## src/rtl/frame_tx.sv

```systemverilog
// frame_tx: store-and-forward byte-stream frame transmitter.
// Payload bytes arrive on a valid/ready stream with a last flag. They are
// buffered per frame in a FIFO. Each complete frame is sent on txd/tx_en as
// preamble, SFD, payload and a 1-byte XOR FCS. An inter-frame gap follows.
module frame_tx #(
    parameter int PRE_LEN    = 7,   // number of 0x55 preamble bytes, >= 1
    parameter int IFG_LEN    = 12,  // idle cycles after each FCS byte, >= 1
    parameter int MAX_LEN    = 64,  // payload bytes kept per frame; the rest is dropped
    parameter int FIFO_DEPTH = 64   // power of 2, >= MAX_LEN
) (
    input  logic       clk,
    input  logic       rst_n,
    input  logic [7:0] s_data,
    input  logic       s_valid,
    input  logic       s_last,
    output logic       s_ready,
    output logic [7:0] txd,
    output logic       tx_en,
    output logic       tx_frame_done,
    output logic       trunc_err
);

    localparam int AW     = $clog2(FIFO_DEPTH);
    localparam int CW     = AW + 1;
    localparam int LW     = $clog2(MAX_LEN + 1);
    localparam int TMAX   = (PRE_LEN > IFG_LEN) ? PRE_LEN : IFG_LEN;
    localparam int TCW    = $clog2(TMAX + 1);

    localparam logic [7:0] PRE_BYTE = 8'h55;
    localparam logic [7:0] SFD_BYTE = 8'hD5;

    typedef enum logic [2:0] {
        ST_IDLE,
        ST_PRE,
        ST_SFD,
        ST_DATA,
        ST_FCS,
        ST_IFG
    } state_t;

    // ------------------------------------------------------------------
    // Storage and bookkeeping registers
    // ------------------------------------------------------------------
    logic [8:0]     r_mem [FIFO_DEPTH];  // {last, byte}
    logic [AW-1:0]  r_wr_ptr;
    logic [AW-1:0]  r_rd_ptr;
    logic [CW-1:0]  r_fifo_cnt;
    logic [CW-1:0]  r_frame_cnt;         // complete frames held in the FIFO

    logic [LW-1:0]  r_byte_cnt;          // bytes written so far for the incoming frame
    logic           r_discard;           // dropping the tail of a truncated frame
    logic           r_trunc_err;

    state_t         r_state;
    logic [TCW-1:0] r_tcnt;              // preamble / gap cycle counter
    logic [7:0]     r_fcs;               // XOR of payload bytes sent so far
    logic           r_cur_last;          // byte on txd now is the frame's last
    logic [7:0]     r_txd;
    logic           r_tx_en;
    logic           r_tx_frame_done;

    // ------------------------------------------------------------------
    // Combinational datapath
    // ------------------------------------------------------------------
    logic       w_accept;
    logic       w_hit_max;
    logic       w_wr_en;
    logic       w_wr_last;
    logic       w_trunc;
    logic       w_pop;
    logic [8:0] w_rd_data;
    logic       w_frame_inc;
    logic       w_frame_dec;

    // NOTE: s_ready is the one unregistered output; it depends only on the
    // FIFO count, never on s_valid, so no combinational path runs in to out.
    assign s_ready     = (r_fifo_cnt != CW'(FIFO_DEPTH));
    assign w_accept    = s_valid && s_ready;

    // Byte number MAX_LEN of a frame is the last one that may be stored.
    assign w_hit_max   = (r_byte_cnt == LW'(MAX_LEN - 1));
    assign w_wr_en     = w_accept && !r_discard;
    assign w_wr_last   = s_last || w_hit_max;
    assign w_trunc     = w_wr_en && !s_last && w_hit_max;

    // The head entry is read directly, so a pop and its data line up in the same cycle.
    assign w_rd_data   = r_mem[r_rd_ptr];
    assign w_pop       = (r_state == ST_SFD) || ((r_state == ST_DATA) && !r_cur_last);

    assign w_frame_inc = w_wr_en && w_wr_last;
    assign w_frame_dec = w_pop && w_rd_data[8];

    assign txd           = r_txd;
    assign tx_en         = r_tx_en;
    assign tx_frame_done = r_tx_frame_done;
    assign trunc_err     = r_trunc_err;

    // ------------------------------------------------------------------
    // Payload storage: write accepted bytes with their (possibly forced) last flag
    // ------------------------------------------------------------------
    // NOTE: the array itself has no reset; clearing the pointers and counts
    // empties the FIFO. Stale entries are never read before being rewritten.
    always_ff @(posedge clk) begin
        if (w_wr_en) begin
            r_mem[r_wr_ptr] <= {w_wr_last, s_data};
        end
    end

    // ------------------------------------------------------------------
    // Incoming frame tracking: byte count, truncation and tail discard
    // ------------------------------------------------------------------
    // NOTE: sequential state is updated with non-blocking assignments only,
    // so every block sees the values from before the edge.
    always_ff @(posedge clk) begin
        if (!rst_n) begin
            r_byte_cnt  <= '0;
            r_discard   <= 1'b0;
            r_trunc_err <= 1'b0;
        end else begin
            r_trunc_err <= w_trunc;
            if (w_accept) begin
                if (r_discard) begin
                    // Drop bytes until the real end of the oversized frame.
                    if (s_last) begin
                        r_discard <= 1'b0;
                    end
                end else if (s_last) begin
                    r_byte_cnt <= '0;
                end else if (w_hit_max) begin
                    r_byte_cnt <= '0;
                    r_discard  <= 1'b1;
                end else begin
                    r_byte_cnt <= r_byte_cnt + LW'(1);
                end
            end
        end
    end

    // ------------------------------------------------------------------
    // FIFO pointers, occupancy and complete-frame count
    // ------------------------------------------------------------------
    always_ff @(posedge clk) begin
        if (!rst_n) begin
            r_wr_ptr    <= '0;
            r_rd_ptr    <= '0;
            r_fifo_cnt  <= '0;
            r_frame_cnt <= '0;
        end else begin
            if (w_wr_en) begin
                r_wr_ptr <= r_wr_ptr + AW'(1);
            end
            if (w_pop) begin
                r_rd_ptr <= r_rd_ptr + AW'(1);
            end

            case ({w_wr_en, w_pop})
                2'b10:   r_fifo_cnt <= r_fifo_cnt + CW'(1);
                2'b01:   r_fifo_cnt <= r_fifo_cnt - CW'(1);
                default: r_fifo_cnt <= r_fifo_cnt;
            endcase

            case ({w_frame_inc, w_frame_dec})
                2'b10:   r_frame_cnt <= r_frame_cnt + CW'(1);
                2'b01:   r_frame_cnt <= r_frame_cnt - CW'(1);
                default: r_frame_cnt <= r_frame_cnt;
            endcase
        end
    end

    // ------------------------------------------------------------------
    // Transmit FSM: the state names what txd/tx_en carry in this cycle
    // ------------------------------------------------------------------
    always_ff @(posedge clk) begin
        if (!rst_n) begin
            r_state         <= ST_IDLE;
            r_tcnt          <= '0;
            r_fcs           <= '0;
            r_cur_last      <= 1'b0;
            r_txd           <= '0;
            r_tx_en         <= 1'b0;
            r_tx_frame_done <= 1'b0;
        end else begin
            r_tx_frame_done <= 1'b0;

            case (r_state)
                ST_IDLE: begin
                    r_txd   <= '0;
                    r_tx_en <= 1'b0;
                    if (r_frame_cnt != '0) begin
                        // The first preamble byte goes out from this edge.
                        r_state <= ST_PRE;
                        r_txd   <= PRE_BYTE;
                        r_tx_en <= 1'b1;
                        r_tcnt  <= TCW'(1);
                    end
                end

                ST_PRE: begin
                    // r_tcnt counts preamble bytes already on the line.
                    if (r_tcnt == TCW'(PRE_LEN)) begin
                        r_state <= ST_SFD;
                        r_txd   <= SFD_BYTE;
                    end else begin
                        r_tcnt <= r_tcnt + TCW'(1);
                    end
                end

                ST_SFD: begin
                    // The accumulator restarts from the first payload byte.
                    r_state    <= ST_DATA;
                    r_txd      <= w_rd_data[7:0];
                    r_fcs      <= w_rd_data[7:0];
                    r_cur_last <= w_rd_data[8];
                end

                ST_DATA: begin
                    if (r_cur_last) begin
                        r_state         <= ST_FCS;
                        r_txd           <= r_fcs;
                        r_tx_frame_done <= 1'b1;
                    end else begin
                        r_txd      <= w_rd_data[7:0];
                        r_fcs      <= r_fcs ^ w_rd_data[7:0];
                        r_cur_last <= w_rd_data[8];
                    end
                end

                ST_FCS: begin
                    r_state    <= ST_IFG;
                    r_txd      <= '0;
                    r_tx_en    <= 1'b0;
                    r_cur_last <= 1'b0;
                    r_tcnt     <= TCW'(1);
                end

                ST_IFG: begin
                    // r_tcnt counts idle cycles already on the line.
                    if (r_tcnt == TCW'(IFG_LEN)) begin
                        if (r_frame_cnt != '0) begin
                            r_state <= ST_PRE;
                            r_txd   <= PRE_BYTE;
                            r_tx_en <= 1'b1;
                            r_tcnt  <= TCW'(1);
                        end else begin
                            r_state <= ST_IDLE;
                        end
                    end else begin
                        r_tcnt <= r_tcnt + TCW'(1);
                    end
                end

                default: begin
                    r_state <= ST_IDLE;
                    r_txd   <= '0;
                    r_tx_en <= 1'b0;
                end
            endcase
        end
    end

endmodule

```

## config.mk

```make
export PLATFORM = sky130hd
export DESIGN_NAME = frame_tx
export DESIGN_NICKNAME = d
export VERILOG_FILES = /design/src/rtl/frame_tx.sv
export SDC_FILE = /design/constraint.sdc
export NUM_CORES = 1
export LEC_CHECK = 0
export CELL_PAD_IN_SITES_DETAIL_PLACEMENT = 1
export CELL_PAD_IN_SITES_GLOBAL_PLACEMENT = 1
export CORE_ASPECT_RATIO = 0.7
export CORE_MARGIN = 3
export CORE_UTILIZATION = 45
export DETAILED_ROUTE_END_ITERATION = 10
export GPL_TIMING_DRIVEN = 0
export HOLD_SLACK_MARGIN = 0.03
export PLACE_DENSITY = 0.69
export SKIP_LAST_GASP = 1
export SLEW_MARGIN = 20
export SYNTH_ARGS = -nofsm -noshare
export SYNTH_HDL_FRONTEND = slang
export SYNTH_SLANG_ARGS = --single-unit
export TNS_END_PERCENT = 20
```

## constraint.sdc

```tcl
create_clock -name clk -period 4.5 [get_ports clk]
set_input_delay 0.675 -clock clk [delete_from_list [all_inputs] [get_ports clk]]
set_output_delay 0.675 -clock clk [all_outputs]
set_load 0.01 [all_outputs]
```

==> flow_summary_export.csv <==
group,metric,value,unit
finish,fill_cells,5107,
routing,drt_iter0_drc,2185,
flow_run,maxCapViolations,0,
global_routing,grt_max_degree,66,
routing,vias,14900,
pwr,powerDensity,408,mW/mm2
sta,setup_violations,0,
floorplan,fp-row-count,72,
clock_tree,cts.path.max_buffers,3,
synthesis,ys_async_sr_fraction,0,%
routing,drcViolationCount,0,
floorplan,coreArea,0.0561,mm2
global_routing,grt_usage,26.0,%
pwr,ir_worst_vdd,0.000307,V
clock_tree,h-tree-depth,2,
global_routing,antenna_found_initial,0,
floorplan,die_area,0.0605,mm2
placed_design,place.gp.congestion,0.861,
synthesis,synth.yosys.seq_area_share,71.9,%
setup_path,cp.arrival,4770,ps
synthesis,syn_inst,1469,
sta,slew_headroom,20.7,%
routing,wirelength,77600,um
sta,finalWorstSetupSlack,224,ps
placed_design,preCtsSetupSlack,-1230,ps
synthesis,synthFlopType,"edfxtp_1",
global_routing,grt_pass1_wl,110000,um
finish,regArea,0.0186,mm2
floorplan,die_w,293,um
finish,multi_input_area,0.00683,mm2
setup_path,crit_path_max_fanout,11,
routing,dr.pass1.iters,5,
placed_design,dpl.hpwl,51600,um
sta,hold_viol,0,
sta,max_freq,234,MHz
sta,hold_slack,450,ps
setup_path,path_class,"register to register",
setup_path,required,5000,ps
setup_path,startpoint_type,"register",
clock_tree,cts_tree,"yes",
global_routing,overflow,0,
global_routing,grt_pass1_vias,14700,
finish,nets,1611,
floorplan,start_util,46.2,%
sta,slew_violations,0,
pwr,leakage,9.21,nW
sta,rsz0062_at_grt,"false",
synthesis,avgSynthCellArea,17.6,um2
sta,period_share,95.0,%
clock_tree,numCtsBuffers,59,
synthesis,synth_cell_types,65,
floorplan,die_h,207,um
routing,wl_per_cell,32.7,um
floorplan,io_pins,24,
routing,antenna_left,0,
clock_tree,worstSkewPairLatency,610,ps
clock_tree,cts_sinks,643,
synthesis,synth_edf_count,576,
clock_tree,cts.clk_slew.worst_paths,70,ps
synthesis,ys_ff_latch,643,
synthesis,synth_nets,1496,
finish,post_route_cells_drive_above_1_share,22.3,%
finish,area_growth,14.5,%
setup_path,end_kind,"register",
sta,tightest_slew,1180,ps
finish,layout_common_cells,"edfxtp_1, mux4_2, mux2i_1",
synthesis,ys_warn_count,0,
worst_hold_path,min_path_type,"register to register",
synthesis,syn_area,0.0259,mm2
sta,period_needed,4280,ps
sta,fin_skew,13.3,ps
routing,viasPerCell,6.26,
finish,layout_commonest_cell,"edfxtp_1",
clock_tree,cts_root_buffer,"clkbuf_16",
run_status,run_status,"complete, no violations",
placed_design,port_buffers,23,
==> metal layers <==
layer  wire, um  share of wire, %  vias up  global-route usage [%]
met4       2150               2.8        2                    7.27
met1      34500                44     7830                    39.8
li1           -                 -     6085                       -
met3       9170                12      129                    8.57
met5        134              0.17        -                    1.57
met2      31700                41      808                    35.2
==> critical path, stage by stage (launching register included) <==
cell	delay, ps
dfxtp_1	320
buf_6	140
buf_12	160
buf_16	140
mux4_2	510
a22oi_2	320
a21oi_2	140
a21oi_2	160
nor2_1	70
a21oi_2	210
nor2_2	90
ha_2	310
xor2_1	170
ha_1	200
a21oi_2	180
o21ai_1	120
a221oi_2	320
or3_1	170
a31oi_2	110
xor2_1	160
and2_1	150
==> through the flow <==
step                power (W)  setup TNS (ps)  utilization [%]  std cells  cell area, um2
floorplan             0.00679               0                -       1469           25900
CTS                    0.0122               0             52.6       2361           29500
finish                 0.0121               0             52.9       2373           29700
global placement      0.00697           -3060             48.2       2232           27100
global route           0.0124               0             52.9       2372           29700
detailed placement    0.00698           -3680             48.5       2240           27200
==> cell type report <==
class	instances	share of cell area (%)
Clock inverter	41	1.51
Timing Repair Buffer	58	1.93
Sequential cell	643	62.8
Clock buffer	68	5.23
Antenna cell	1	0.00843
Tap cell	740	3.12
Buffer	79	2.21
Multi-Input combinational cell	729	23.0
Inverter	14	0.177
==> registers in the layout, indices dropped and copies added, names as in the netlist, 3 cells and up, named ones only <==
signal       cells
r_mem          576
r_fifo_cnt       7
r_frame_cnt      7
r_rd_ptr         6
r_wr_ptr         6
r_tcnt           4
r_state          3
r_fcs            8
r_byte_cnt       7
txd              8
==> repair_timing <==
item | 4_1_cts | 5_1_grt
resized for setup | 51 | 12
setup buffers | 14 | 12
pin swaps | 3 | 7
hold buffers | 0 | 0
endpoints found under the setup margin | 6 | 2
==> where the power goes <==
| group | internal (W) | total (W) | leakage, nW | switching (W) |
|---|---|---|---|---|
| sequential | 0.00652 | 0.00654 | 5.72 | 0.0000157 |
| combinational | 0.0000944 | 0.000330 | 2.51 | 0.000236 |
| clock | 0.00299 | 0.00525 | 0.974 | 0.00226 |
| total | 0.00961 | 0.0121 | 9.21 | 0.00251 |
==> synth_stat cells (6+ instances only) <==
cell	n	area, um2
a211oi_1	13	97.6
a21boi_0	7	52.6
a21oi_1	33	165
a22oi_1	28	210
a31oi_1	11	68.8
and2_1	29	181
and3_1	6	37.5
buf_1	8	30.0
buf_2	17	85.1
buf_4	11	82.6
buf_6	16	180
clkbuf_1	28	105
dfxtp_1	67	1340
edfxtp_1	576	17300
ha_1	14	175
inv_1	13	48.8
mux2i_1	75	751
mux4_2	118	2660
nand2_1	73	274
nand2b_1	7	43.8
nand3_1	18	90.1
nand3b_1	7	52.6
nand4_1	15	93.8
nor2_1	94	353
nor2b_1	17	106
nor3_1	6	30.0
nor3b_1	8	60.1
nor4_1	6	37.5
o21ai_0	28	140
o22ai_1	14	87.6
or3_1	6	37.5
xnor2_1	14	123
xor2_1	14	123
==> cell families (layout without fill, tap and decap cells) <==
family,after synthesis,after routing,share of synthesized area (%)
flops,643,643,71.9
simple gates,305,305,5.82
mux,200,200,13.6
compound gates,181,181,4.67
buf+inv,97,260,2.24
xor+xnor,28,28,0.947
fa+ha+maj,15,15,0.753
other cells,0,1,0
==> final timing paths <==
kind                     to  depth (start not counted)  slack [ps]     startpoint
max          r_frame_cnt[6]                         20         220       register
min           r_byte_cnt[6]                          2         450  r_byte_cnt[6]
max reg2reg  r_frame_cnt[6]                         20         220       register
min reg2reg   r_byte_cnt[6]                          2         450  r_byte_cnt[6]
Note: power is estimated with default switching activity, not from simulation.
